**config.mk**
```make
export PLATFORM = sky130hd
export DESIGN_NAME = cv32e40x_lsu_resp_buffer
export DESIGN_NICKNAME = d
export VERILOG_FILES = /design/src/rtl/cv32e40x_pkg.sv /design/src/rtl/cv32e40x_lsu_resp_fifo.sv /design/src/rtl/cv32e40x_lsu_resp_buffer.sv
export SDC_FILE = /design/constraint.sdc
export NUM_CORES = 1
export LEC_CHECK = 0
export CORE_ASPECT_RATIO = 0.6
export CORE_MARGIN = 2
export CORE_UTILIZATION = 52
export DETAILED_ROUTE_END_ITERATION = 8
export PLACE_DENSITY = 0.8
export SETUP_SLACK_MARGIN = 0.3
export SLEW_MARGIN = 25
export SYNTH_ARGS = -nofsm -noshare
export SYNTH_HDL_FRONTEND = slang
export SYNTH_SLANG_ARGS = --single-unit
```
**constraint.sdc**
```tcl
create_clock -name clk -period 5.5 [get_ports clk]
set_input_delay 1.1 -clock clk [delete_from_list [all_inputs] [get_ports clk]]
set_output_delay 1.1 -clock clk [all_outputs]
set_load 0.1 [all_outputs]
```
**src/rtl/cv32e40x_pkg.sv**
```systemverilog
// Shared LSU types: transfer size, per-request attributes, buffered response entry,
// and the load-data alignment/extension helper.
package cv32e40x_pkg;

  typedef enum logic [1:0] {
    BYTE = 2'b00,
    HALF = 2'b01,
    WORD = 2'b10
  } lsu_size_e;

  typedef struct packed {
    lsu_size_e   size;
    logic        sext;
    logic [1:0]  offset;
  } lsu_resp_attr_t;

  typedef struct packed {
    logic [31:0] rdata;
    logic        err;
  } lsu_resp_t;

  // Reserved size encoding 2'b11 passes data through like WORD.
  function automatic logic [31:0] lsu_format_rdata(input lsu_resp_attr_t attr,
                                                   input logic [31:0]    rdata);
    logic [15:0] w_half;
    logic [7:0]  w_byte;
    logic [31:0] w_res;
    w_half = attr.offset[1] ? rdata[31:16] : rdata[15:0];
    case (attr.offset)
      2'b00:   w_byte = rdata[7:0];
      2'b01:   w_byte = rdata[15:8];
      2'b10:   w_byte = rdata[23:16];
      default: w_byte = rdata[31:24];
    endcase
    case (attr.size)
      BYTE:    w_res = {{24{attr.sext & w_byte[7]}}, w_byte};
      HALF:    w_res = {{16{attr.sext & w_half[15]}}, w_half};
      default: w_res = rdata;
    endcase
    return w_res;
  endfunction

endpackage

```
**src/rtl/cv32e40x_lsu_resp_fifo.sv**
```systemverilog
// Generic synchronous FIFO, sync active-high reset; full detected via an extra pointer bit.
module cv32e40x_lsu_resp_fifo #(
  parameter int unsigned WIDTH = 8,
  parameter int unsigned DEPTH = 2
) (
  input  logic             clk,
  input  logic             rst,
  input  logic             i_push,
  input  logic [WIDTH-1:0] i_wdata,
  input  logic             i_pop,
  output logic [WIDTH-1:0] o_rdata,
  output logic             o_empty,
  output logic             o_full
);

  localparam int unsigned AW = (DEPTH > 1) ? $clog2(DEPTH) : 1;
  localparam int unsigned PW = $clog2(DEPTH) + 1;

  logic [PW-1:0]    r_wptr;
  logic [PW-1:0]    r_rptr;
  logic [WIDTH-1:0] r_mem [1 << AW];
  logic [AW-1:0]    w_widx;
  logic [AW-1:0]    w_ridx;
  logic [PW-1:0]    w_used;
  logic             w_do_push;
  logic             w_do_pop;

  generate
    if (DEPTH == 1) begin : g_single
      assign w_widx = '0;
      assign w_ridx = '0;
    end else begin : g_multi
      assign w_widx = r_wptr[AW-1:0];
      assign w_ridx = r_rptr[AW-1:0];
    end
  endgenerate

  assign w_used    = r_wptr - r_rptr;
  assign o_empty   = (r_wptr == r_rptr);
  assign o_full    = (w_used == PW'(DEPTH));
  assign w_do_push = i_push && !o_full;
  assign w_do_pop  = i_pop && !o_empty;
  assign o_rdata   = r_mem[w_ridx];

  always_ff @(posedge clk) begin
    if (rst) begin
      r_wptr <= '0;
      r_rptr <= '0;
    end else begin
      if (w_do_push) r_wptr <= r_wptr + PW'(1);
      if (w_do_pop)  r_rptr <= r_rptr + PW'(1);
    end
  end

  always_ff @(posedge clk) begin
    if (w_do_push) r_mem[w_widx] <= i_wdata;
  end

endmodule

```
**src/rtl/cv32e40x_lsu_resp_buffer.sv**
```systemverilog
// LSU response buffer: tracks issued OBI requests, formats load data, hands it to writeback.
// Optional same-cycle bypass when CV32E40X_LSU_RESP_BYPASS_EN is defined.
module cv32e40x_lsu_resp_buffer
  import cv32e40x_pkg::*;
#(
  parameter int unsigned DEPTH = 2
) (
  input  logic                     clk,
  input  logic                     rst,
  input  logic                     req_valid_i,
  output logic                     req_ready_o,
  input  logic [1:0]               req_size_i,
  input  logic                     req_sext_i,
  input  logic [1:0]               req_offset_i,
  input  logic                     data_rvalid_i,
  input  logic [31:0]              data_rdata_i,
  input  logic                     data_err_i,
  output logic                     resp_valid_o,
  input  logic                     resp_ready_i,
  output logic [31:0]              resp_rdata_o,
  output logic                     resp_err_o,
  output logic [$clog2(DEPTH):0]   cnt_o,
  output logic                     busy_o
);

  localparam int unsigned CW = $clog2(DEPTH) + 1;

  logic [CW-1:0]  r_cnt;
  lsu_resp_attr_t w_attr_in;
  lsu_resp_attr_t w_attr_head;
  logic           w_attr_empty;
  logic           w_attr_full;
  lsu_resp_t      w_rsp_in;
  lsu_resp_t      w_rsp_head;
  logic           w_rsp_empty;
  logic           w_rsp_full;
  logic           w_req_acc;
  logic           w_rvalid;
  logic           w_rsp_push;
  logic           w_rsp_pop;
  logic           w_resp_hs;

  assign req_ready_o = (r_cnt < CW'(DEPTH));
  assign w_req_acc   = req_valid_i && req_ready_o;
  // Responses with no matching attribute entry (e.g. after reset) are dropped here.
  assign w_rvalid    = data_rvalid_i && !w_attr_empty;

  assign w_attr_in.size   = lsu_size_e'(req_size_i);
  assign w_attr_in.sext   = req_sext_i;
  assign w_attr_in.offset = req_offset_i;

  assign w_rsp_in.rdata = lsu_format_rdata(w_attr_head, data_rdata_i);
  assign w_rsp_in.err   = data_err_i;

  cv32e40x_lsu_resp_fifo #(
    .WIDTH ($bits(lsu_resp_attr_t)),
    .DEPTH (DEPTH)
  ) u_attr_fifo (
    .clk     (clk),
    .rst     (rst),
    .i_push  (w_req_acc),
    .i_wdata (w_attr_in),
    .i_pop   (w_rvalid),
    .o_rdata (w_attr_head),
    .o_empty (w_attr_empty),
    .o_full  (w_attr_full)
  );

  cv32e40x_lsu_resp_fifo #(
    .WIDTH ($bits(lsu_resp_t)),
    .DEPTH (DEPTH)
  ) u_rsp_fifo (
    .clk     (clk),
    .rst     (rst),
    .i_push  (w_rsp_push),
    .i_wdata (w_rsp_in),
    .i_pop   (w_rsp_pop),
    .o_rdata (w_rsp_head),
    .o_empty (w_rsp_empty),
    .o_full  (w_rsp_full)
  );

`ifdef CV32E40X_LSU_RESP_BYPASS_EN
  logic w_byp;
  assign w_byp        = w_rsp_empty && w_rvalid;
  assign resp_valid_o = !w_rsp_empty || w_byp;
  assign resp_rdata_o = w_byp ? w_rsp_in.rdata : (w_rsp_empty ? '0 : w_rsp_head.rdata);
  assign resp_err_o   = w_byp ? w_rsp_in.err   : (!w_rsp_empty && w_rsp_head.err);
  assign w_rsp_push   = w_rvalid && !(w_byp && resp_ready_i);
  assign w_rsp_pop    = !w_rsp_empty && resp_ready_i;
`else
  assign resp_valid_o = !w_rsp_empty;
  assign resp_rdata_o = w_rsp_empty ? '0 : w_rsp_head.rdata;
  assign resp_err_o   = !w_rsp_empty && w_rsp_head.err;
  assign w_rsp_push   = w_rvalid;
  assign w_rsp_pop    = !w_rsp_empty && resp_ready_i;
`endif

  assign w_resp_hs = resp_valid_o && resp_ready_i;

  always_ff @(posedge clk) begin
    if (rst) begin
      r_cnt <= '0;
    end else begin
      case ({w_req_acc, w_resp_hs})
        2'b10:   r_cnt <= r_cnt + CW'(1);
        2'b01:   r_cnt <= r_cnt - CW'(1);
        default: r_cnt <= r_cnt;
      endcase
    end
  end

  assign cnt_o  = r_cnt;
  assign busy_o = (r_cnt != '0);

  a_req_when_full: assert property (@(posedge clk) disable iff (rst)
    !(req_valid_i && !req_ready_o))
    else $warning("request while not ready ignored");

  a_orphan_rvalid: assert property (@(posedge clk) disable iff (rst)
    !(data_rvalid_i && w_attr_empty))
    else $warning("rvalid without outstanding request ignored");

  a_no_overflow: assert property (@(posedge clk) disable iff (rst)
    !((w_req_acc && w_attr_full) || (w_rsp_push && w_rsp_full)));

endmodule

```
==> results of run 1 <==
==> final cells by class <==
| class | count | area, sq um | area share, % |
|---|---|---|---|
| repair buffers | 83 | 823 | 15.2 |
| clock buffers | 11 | 233 | 4.29 |
| clock inverters | 5 | 129 | 2.38 |
| well taps | 108 | 135 | 2.49 |
| flip-flops and latches | 88 | 2520 | 46.6 |
| multi-input cells | 228 | 1550 | 28.6 |
| inverters | 7 | 26.3 | 0.485 |
==> cell families (layout without fill, tap and decap cells) <==
kind of cell	after synthesis	count (layout)	synth area share (%)
adders and majority gates	1	1	0.300
buffers and inverters	23	106	2.94
muxes	41	41	10.1
and+or+nand+nor	108	108	11.5
AOI/OAI and AO/OA	66	66	12.2
xor gates and xnor gates	12	12	2.52
DFF	88	88	60.4
==> final timing paths <==
path / startpoint / endpoint
max: flop / resp_rdata_o[5]
min: u_attr_fifo.r_rptr[1] / u_attr_fifo.r_rptr[1]
max reg2reg: flop / u_rsp_fifo.r_mem[1][10]
min reg2reg: u_attr_fifo.r_rptr[1] / u_attr_fifo.r_rptr[1]
==> state kept, by name (all words and copies together) (netlist names), named ones only <==
register            count
cnt_o                   2
u_attr_fifo.r_rptr      2
u_rsp_fifo.r_mem       66
u_rsp_fifo.r_wptr       2
u_attr_fifo.r_wptr      2
u_rsp_fifo.r_rptr       2
u_attr_fifo.r_mem      10
==> cells in the final DEF, fill, tap and decap left out, types with 2 or more instances in the layout <==
cell type | Yosys | layout
a22oi_1 | 22 | 22
nor2b_1 | 4 | 4
a211oi_1 | 4 | 3
mux2_2 | 2 | 2
mux2i_1 | 37 | 37
o21ai_0 | 4 | 4
nor3_1 | 3 | 2
clkbuf_16 | 0 | 9
nand3b_1 | 3 | 3
a221o_1 | 8 | 8
a21oi_1 | 12 | 12
xnor2_1 | 4 | 4
nand2_1 | 38 | 38
clkbuf_1 | 6 | 2
dfxtp_1 | 12 | 11
mux2_4 | 2 | 2
o211ai_1 | 3 | 3
bufinv_16 | 0 | 4
or2_2 | 4 | 4
clkdlybuf4s50_1 | 0 | 80
xor2_1 | 8 | 8
nor3b_1 | 2 | 2
nor2_1 | 45 | 44
inv_1 | 7 | 7
edfxtp_1 | 76 | 76
a211oi_4 | 1 | 2
buf_4 | 1 | 3
nand2b_1 | 2 | 2
==> routing by layer <==
| metal | routed length, um | vias to the layer above |
|---|---|---|
| li1 | - | 1413 |
| met1 | 4080 | 1455 |
| met2 | 4560 | 162 |
| met3 | 903 | 19 |
| met4 | 129 | 0 |
| met5 | 0 | - |
==> stage by stage <==
stage / cells / cell area, sq um / worst slack, ns / hold slack [ns]
after floorplan: 339 / 4170 / 1.07 / 0.498
after global placement: 514 / 5060 / 1.90 / 0.506
after detailed placement: 514 / 5060 / 1.86 / 0.518
after CTS: 530 / 5420 / 1.49 / 0.536
after global routing: 530 / 5420 / 1.35 / 0.554
final: 530 / 5420 / 1.50 / 0.530
==> worst register-to-register path, delay by kind of cell, from the launching register on <==
kind               cells  cell delay (ns)
AOI/OAI and AO/OA      3             1.29
DFF                    1             0.76
muxes                  1             0.52
==> metrics, run 1 <==
WP data required=4.40 ns; status=finished, final reports clean; initial antenna violation count=0; CP max FO=33; # rows=25; Least-Margin Pin Slew=1.04 ns; post-cts resize count=0; drt wl/cell=18.3 um; Synth area leader=edfxtp_1; Hold Fails Final Rpt=0; fin crit period=4.00 ns; Crit path max-delay family=buffers and inverters; clock root buffer=clkbuf_16; CP Buf/Inv Count=1; Clk pin slew, worst setup/hold paths=0.06 ns; async set-reset flop share out of synthesis=0%; Yosys cell types=48; share of cells above drive strength 1=8.29%; # Post-CTS Setup Buffers=0; FF-to-FF setup slack=2.61 ns; Layout area overhead=29.8%; dominant cells by area after synthesis=edfxtp_1, mux2i_1, dfxtp_1, nor2_1, a22oi_1; Die Wd=120 um; post-synthesis register bit count=88; wirelength, routed=9670 um; diode count=0; htree depth=3; Worst Skew=0.00490 ns; Synthesized Nets=383; met3 Resource Use GR=7.22%; first-pass GRT wire length=15000 um; DRC Markers=0; initial detailed-routing violation count=303; cell with the most instances after synthesis=edfxtp_1; # port buffers=80; Startpoint Class=flop; CTS tree=built; vias in the first global route=2957; fin crit share=72.7%; Rel. slew slack=30.5%; gr ovfl total=0; critical path capture point type=output port; Worst-Skew Late Latency=0.34 ns; crit path DAT=2.90 ns; met1 Track Usage GR=29.3%; CP max-delay cell=clkdlybuf4s50_1; drt pass-1 iters=6; worst hold path type=reg2reg; Post-synth EDFFs=76; die height=73.4 um; Pins Over Slew Limit=0; Util after Layout=69.3%; Worst path max stage delay=1.14 ns; max-cap viol count=0; Reg2Reg Depth=4; Die Area=0.00878 sq mm; GP Congestion=0.837; IO Pins=81; fmax=250 MHz; CTS Hold Bufs=0; post-synth top area share=54.7%; core area=0.00782 sq mm; Layout fillers=557; largest net degree at the start of global routing=35; CP Class=reg2out; Syn Area/Cell=12.3 sq um; Post-DP HPWL=6680 um; nets@finish=461; CTS buffer count=9; critical path, cell by cell=mux2i_1, nor2_1, clkdlybuf4s50_1; GR peak layer=met2; commonest register cell after synthesis=edfxtp_1; TritonCTS sink count=88; global-route usage over all layers=22.8%; Vias=3049; synthesized area=0.00417 sq mm; synth warn=0; Max Buffers Root-to-Sink=2; met2 Resource Use GR=37.1%; Initial Util=53.4%; Seq/Total Area, Yosys=60.4%; Post-DRT Antenna Nets=0; Crit path depth=3; setup TNS=0 ns; most instantiated cells after synthesis=edfxtp_1, nor2_1, nand2_1, mux2i_1, a22oi_1; Mapped Cells=339; worst hold path depth=2; Setup violations, final=0; RSZ-0062 raised after global routing=false; Via density=5.75
Power of run 1 is not shown: default switching activity piles up to over one toggle a cycle in this logic, so the estimate is an artifact.
==> run 2: changes to the inputs <==
Clock period 5.5 ns to 4.19 ns, I/O delays scaled along.
==> run 2 against run 1 <==
  * Hold slack worse by 0.0042 ns
  * Count of clock-buffer cells in the layout down 1
  * Global-route usage up 0.98 points
  * Utilization down 1.9 points
  * Register-to-register slack worse by 1.3 ns
  * Critical path depth up 1
  * Critical path type is now reg2reg
  * Critical endpoint is now u_rsp_fifo.r_mem[0][13]
  * Highest routed layer unchanged
==> metrics, run 2 (synthesized netlist as in run 1, its figures left out) <==
Die Area=0.00878 sq mm (unchanged); CP Class=reg2reg; Post-DRT Antenna Nets=0 (unchanged); drt pass-1 iters=5 (-1); initial antenna violation count=0 (unchanged); # port buffers=80 (unchanged); setup TNS=0 ns (unchanged); CTS tree=built; status=finished, final reports clean; nets@finish=461 (unchanged); fin crit period=2.90 ns; Worst Skew=0.00894 ns (+0.00404 ns); Layout fillers=604 (+8.4%); largest net degree at the start of global routing=35 (unchanged); WP data required=4.22 ns (-0.18 ns); Least-Margin Pin Slew=0.999 ns (-0.0427 ns); core area=0.00782 sq mm (unchanged); fin crit share=69.1%; Worst-Skew Late Latency=0.34 ns (about the same); clock root buffer=clkbuf_16; first-pass GRT wire length=15400 um (+3.2%); GP Congestion=0.884 (+5.6%); Rel. slew slack=33.0% (+2.4 points); TritonCTS sink count=88 (unchanged); gr ovfl total=0 (unchanged); CP max FO=24 (-27%); max reg flops=66 (unchanged); Top reg by flops=u_rsp_fifo.r_mem; wirelength, routed=10100 um (+4.1%); DRC Markers=0 (unchanged); # rows=25 (unchanged); CTS buffer count=9 (unchanged); crit path DAT=2.92 ns (+0.02 ns); critical path capture point type=flop; worst hold path type=reg2reg; met2 Resource Use GR=36.6% (-0.51 points); most frequent cells in the layout=edfxtp_1, clkdlybuf4s50_1, nor2_1; drt wl/cell=19.0 um (+4.1%); # Post-CTS Setup Buffers=0 (unchanged); die height=73.4 um (unchanged); final non-filler cell total=530 (unchanged); vias in the first global route=2943 (-0.47%); met1 Track Usage GR=33.7% (+4.4 points); CTS Hold Bufs=0 (unchanged); Max Buffers Root-to-Sink=2 (unchanged); max-cap viol count=0 (unchanged); Largest regs=u_rsp_fifo.r_mem: 66 flops, u_attr_fifo.r_mem: 10 flops; Startpoint Class=flop; IO Pins=81 (unchanged); Clk pin slew, worst setup/hold paths=0.07 ns (about the same); post-cts resize count=0 (unchanged); most common cell after layout, fill and taps aside=edfxtp_1; global-route usage over all layers=23.8% (+0.98 points); Placed Instances=514 (unchanged); Via density=5.71 (-0.75%); fmax=345 MHz; RSZ-0062 raised after global routing=false; GR peak layer=met2; Pins Over Slew Limit=0 (unchanged); initial detailed-routing violation count=267 (-12%); Initial Util=53.4% (unchanged); Hold Fails Final Rpt=0 (unchanged); Layout area overhead=26.3%; htree depth=3 (unchanged); met3 Resource Use GR=6.99% (-0.23 points); Setup violations, final=0 (unchanged); diode count=0 (unchanged); share of cells above drive strength 1=16.6% (+8.3 points); Vias=3026 (-0.75%); Die Wd=120 um (unchanged); Post-DP HPWL=6920 um (+3.7%)
[run 2: changes by cell type in the layout (fill, tap and decap cells not counted)]
| cell | delta |
|---|---|
| clkdlybuf4s50_1 | -34 |
| clkbuf_1 | -1 |
| clkinvlp_4 | +2 |
| clkinv_2 | +1 |
| inv_6 | +2 |
| dfxtp_4 | +1 |
| buf_4 | +34 |
| clkinv_4 | -1 |
| bufinv_16 | -3 |
| dfxtp_2 | -1 |
[run 2: final timing paths]
check	startpoint	end	slack [ns]	depth (start not counted)
min	cnt_o[1]	cnt_o[1]	0.53	2
min reg2reg	cnt_o[1]	cnt_o[1]	0.53	2
max reg2reg	flop	u_rsp_fifo.r_mem[0][13]	1.29	4
max	flop	u_rsp_fifo.r_mem[0][13]	1.29	4
[run 2: final cells by class]
class / instances / area, sq um / area share [%]
inverter: 7 / 26.3 / 0.498
timing repair buffer: 83 / 738 / 14.0
clock inverter: 6 / 67.6 / 1.28
clock buffer: 10 / 229 / 4.34
sequential: 88 / 2530 / 47.9
multi-input combinational: 228 / 1550 / 29.4
tap: 108 / 135 / 2.56
[run 2: layer usage]
| metal | share of wire (%) | wire length [um] |
|---|---|---|
| met5 | 0 | 0 |
| met2 | 46 | 4630 |
| met1 | 43 | 4300 |
| met4 | 0.69 | 70 |
| met3 | 11 | 1070 |
[run 2: worst max-delay path, stage by stage, from the launching register on]
cell and delay, ns:
dfxtp_1 0.73, mux2_2 0.53, a221o_1 0.44, o211ai_4 0.60
o21ai_0 0.27
[run 2: stage by stage]
| stage | area, sq um | setup WS, ns | util, % | hold WS [ns] |
|---|---|---|---|---|
| final | 5270 | 1.29 | 67.4 | 0.526 |
| after global placement | 4970 | 1.13 | 63.6 | 0.510 |
| after CTS | 5270 | 1.27 | 67.4 | 0.527 |
| after floorplan | 4180 | 0.411 | - | 0.498 |
| after global routing | 5270 | 1.10 | 67.4 | 0.577 |
| after detailed placement | 4970 | 1.02 | 63.6 | 0.516 |
Power of run 2 is left out for the same reason.
==> run 3: changes to the inputs <==
Settings changed: CORE_UTILIZATION 52 to 47, PLACE_DENSITY 0.8 to 0.76.
Clock period 4.19 ns to 2.65 ns, I/O delays scaled along.
==> run 3 against run 2 <==
  * Worst setup slack got worse by 0.91 ns
  * Via count increased by 1.6%
  * Sequential cell count unchanged
  * Register-to-register slack worse by 0.87 ns
==> metrics, run 3 (synthesized netlist as in run 1, its figures left out) <==
status=finished, final reports clean; Initial Util=48.8% (-4.6 points); Post-DRT Antenna Nets=0 (unchanged); CTS Hold Bufs=0 (unchanged); initial antenna violation count=0 (unchanged); Worst path max stage delay=0.43 ns (-0.30 ns); Clk pin slew, worst setup/hold paths=0.05 ns (-0.02 ns); CTS buffer count=9 (unchanged); most common cell after layout, fill and taps aside=edfxtp_1; fin crit share=85.4%; Max Buffers Root-to-Sink=2 (unchanged); CP max FO=34 (+42%); GP Congestion=0.874 (-1.0%); # rows=26 (+4.0%); largest net degree at the start of global routing=35 (unchanged); fin crit period=2.26 ns; final non-filler cell total=541 (+2.1%); max reg flops=66 (unchanged); CTS tree=built; clock root buffer=clkbuf_16; vias in the first global route=3083 (+4.8%); crit-path most repeated cell=buf_12; gr ovfl total=0 (unchanged); Util after Layout=69.5% (+2.1 points); share of cells above drive strength 1=26.3% (+9.8 points); Via density=5.68 (-0.48%); Least-Margin Pin Slew=0.810 ns (-0.189 ns); Startpoint Class=flop; Die Wd=126 um (+5.0%); critical path capture point type=output port; fmax=442 MHz; DRC Markers=0 (unchanged); max-cap viol count=0 (unchanged); Pins Over Slew Limit=0 (unchanged); diode count=0 (unchanged); Post-DP HPWL=7310 um (+5.6%); core area=0.00856 sq mm (+9.4%); Die Area=0.00968 sq mm (+10%); # port buffers=80 (unchanged); die height=77.0 um (+4.9%); crit path DAT=1.73 ns (-1.19 ns); Top reg by flops=u_rsp_fifo.r_mem; Worst Skew=0.00743 ns (-0.00152 ns); setup ws final=0.386 ns (-0.907 ns); post-route design area=0.00595 sq mm (+13%); TritonCTS sink count=88 (unchanged); initial detailed-routing violation count=272 (+1.9%); IO Pins=81 (unchanged); most frequent cells in the layout=edfxtp_1, clkdlybuf4s50_1, nand2_1, buf_12, mux2i_1; Place WS=0.154 ns (-0.869 ns); Worst-Skew Late Latency=0.34 ns (about the same); drt wl/cell=18.8 um (-1.2%); first-pass GRT wire length=16400 um (+5.9%); RSZ-0062 raised after global routing=false; Layout area overhead=42.5%; Vias=3074 (+1.6%); CP max-delay cell=dfxtp_2; drt pass-1 iters=5 (unchanged); worst hold path type=reg2reg; Placed Instances=524 (+1.9%); htree depth=3 (unchanged); dpl cell area=0.00566 sq mm (+14%); Hold Fails Final Rpt=0 (unchanged); critical path, cell by cell=xor2_2, nor2_4, buf_12, nor2_1, buf_12; Largest regs=u_rsp_fifo.r_mem: 66 flops, u_attr_fifo.r_mem: 10 flops; global-route usage over all layers=22.1% (-1.6 points); WP data required=2.12 ns (-2.10 ns); CP Class=reg2out; nets@finish=468 (+1.5%); Setup violations, final=0 (unchanged); Rel. slew slack=46.0% (+13 points); wirelength, routed=10200 um (+0.86%)
-- run 3: worst paths after layout --
check	to	cells past startpoint	from	slack, ns
worst max-delay path	resp_err_o	5	u_rsp_fifo.r_rptr[0]	0.39
worst min-delay path	cnt_o[1]	2	cnt_o[1]	0.53
worst max register to register	u_rsp_fifo.r_mem[1][14]	5	u_attr_fifo.r_mem[0][1]	0.42
worst min register to register	cnt_o[1]	2	cnt_o[1]	0.53
-- run 3: stage by stage --
| stage | setup TNS [ns] | hold slack (ns) |
|---|---|---|
| 6_report | 0 | 0.534 |
| 2_1_floorplan | -0.0461 | 0.498 |
| 5_1_grt | 0 | 0.577 |
| 4_1_cts | 0 | 0.535 |
| 3_3_place_gp | 0 | 0.497 |
| 3_5_place_dp | 0 | 0.527 |
-- run 3: what timing repair did --
item,in CTS,in global routing
setup buffers,1,0
resized for setup,2,2
pin swaps,1,0
setup endpoints to repair,14,23
-- run 3: worst max-delay path, delay by kind of cell, from the launching register on --
family	cells	cell delay, ns
and+or+nand+nor	2	0.28
buffers and inverters	2	0.41
DFF	1	0.43
xor gates and xnor gates	1	0.26
-- run 3: per-layer routing --
metal  vias up  part of all wire (%)  GRT usage [%]
met2       159                    47           33.4
met5         -                     0              0
li1       1430                     -              -
met3        11                   9.9           7.05
met1      1474                    42           30.9
met4         0                   1.0           6.33
-- run 3: cell type report --
cell class	instances	area, sq um
flip-flops and latches	88	2530
multi-input cells	228	1740
inverters	7	26.3
clock buffers	12	236
well taps	112	140
fillers	590	2610
repair buffers	90	1260
clock inverters	4	21.3
Power of run 3 is left out for the same reason.
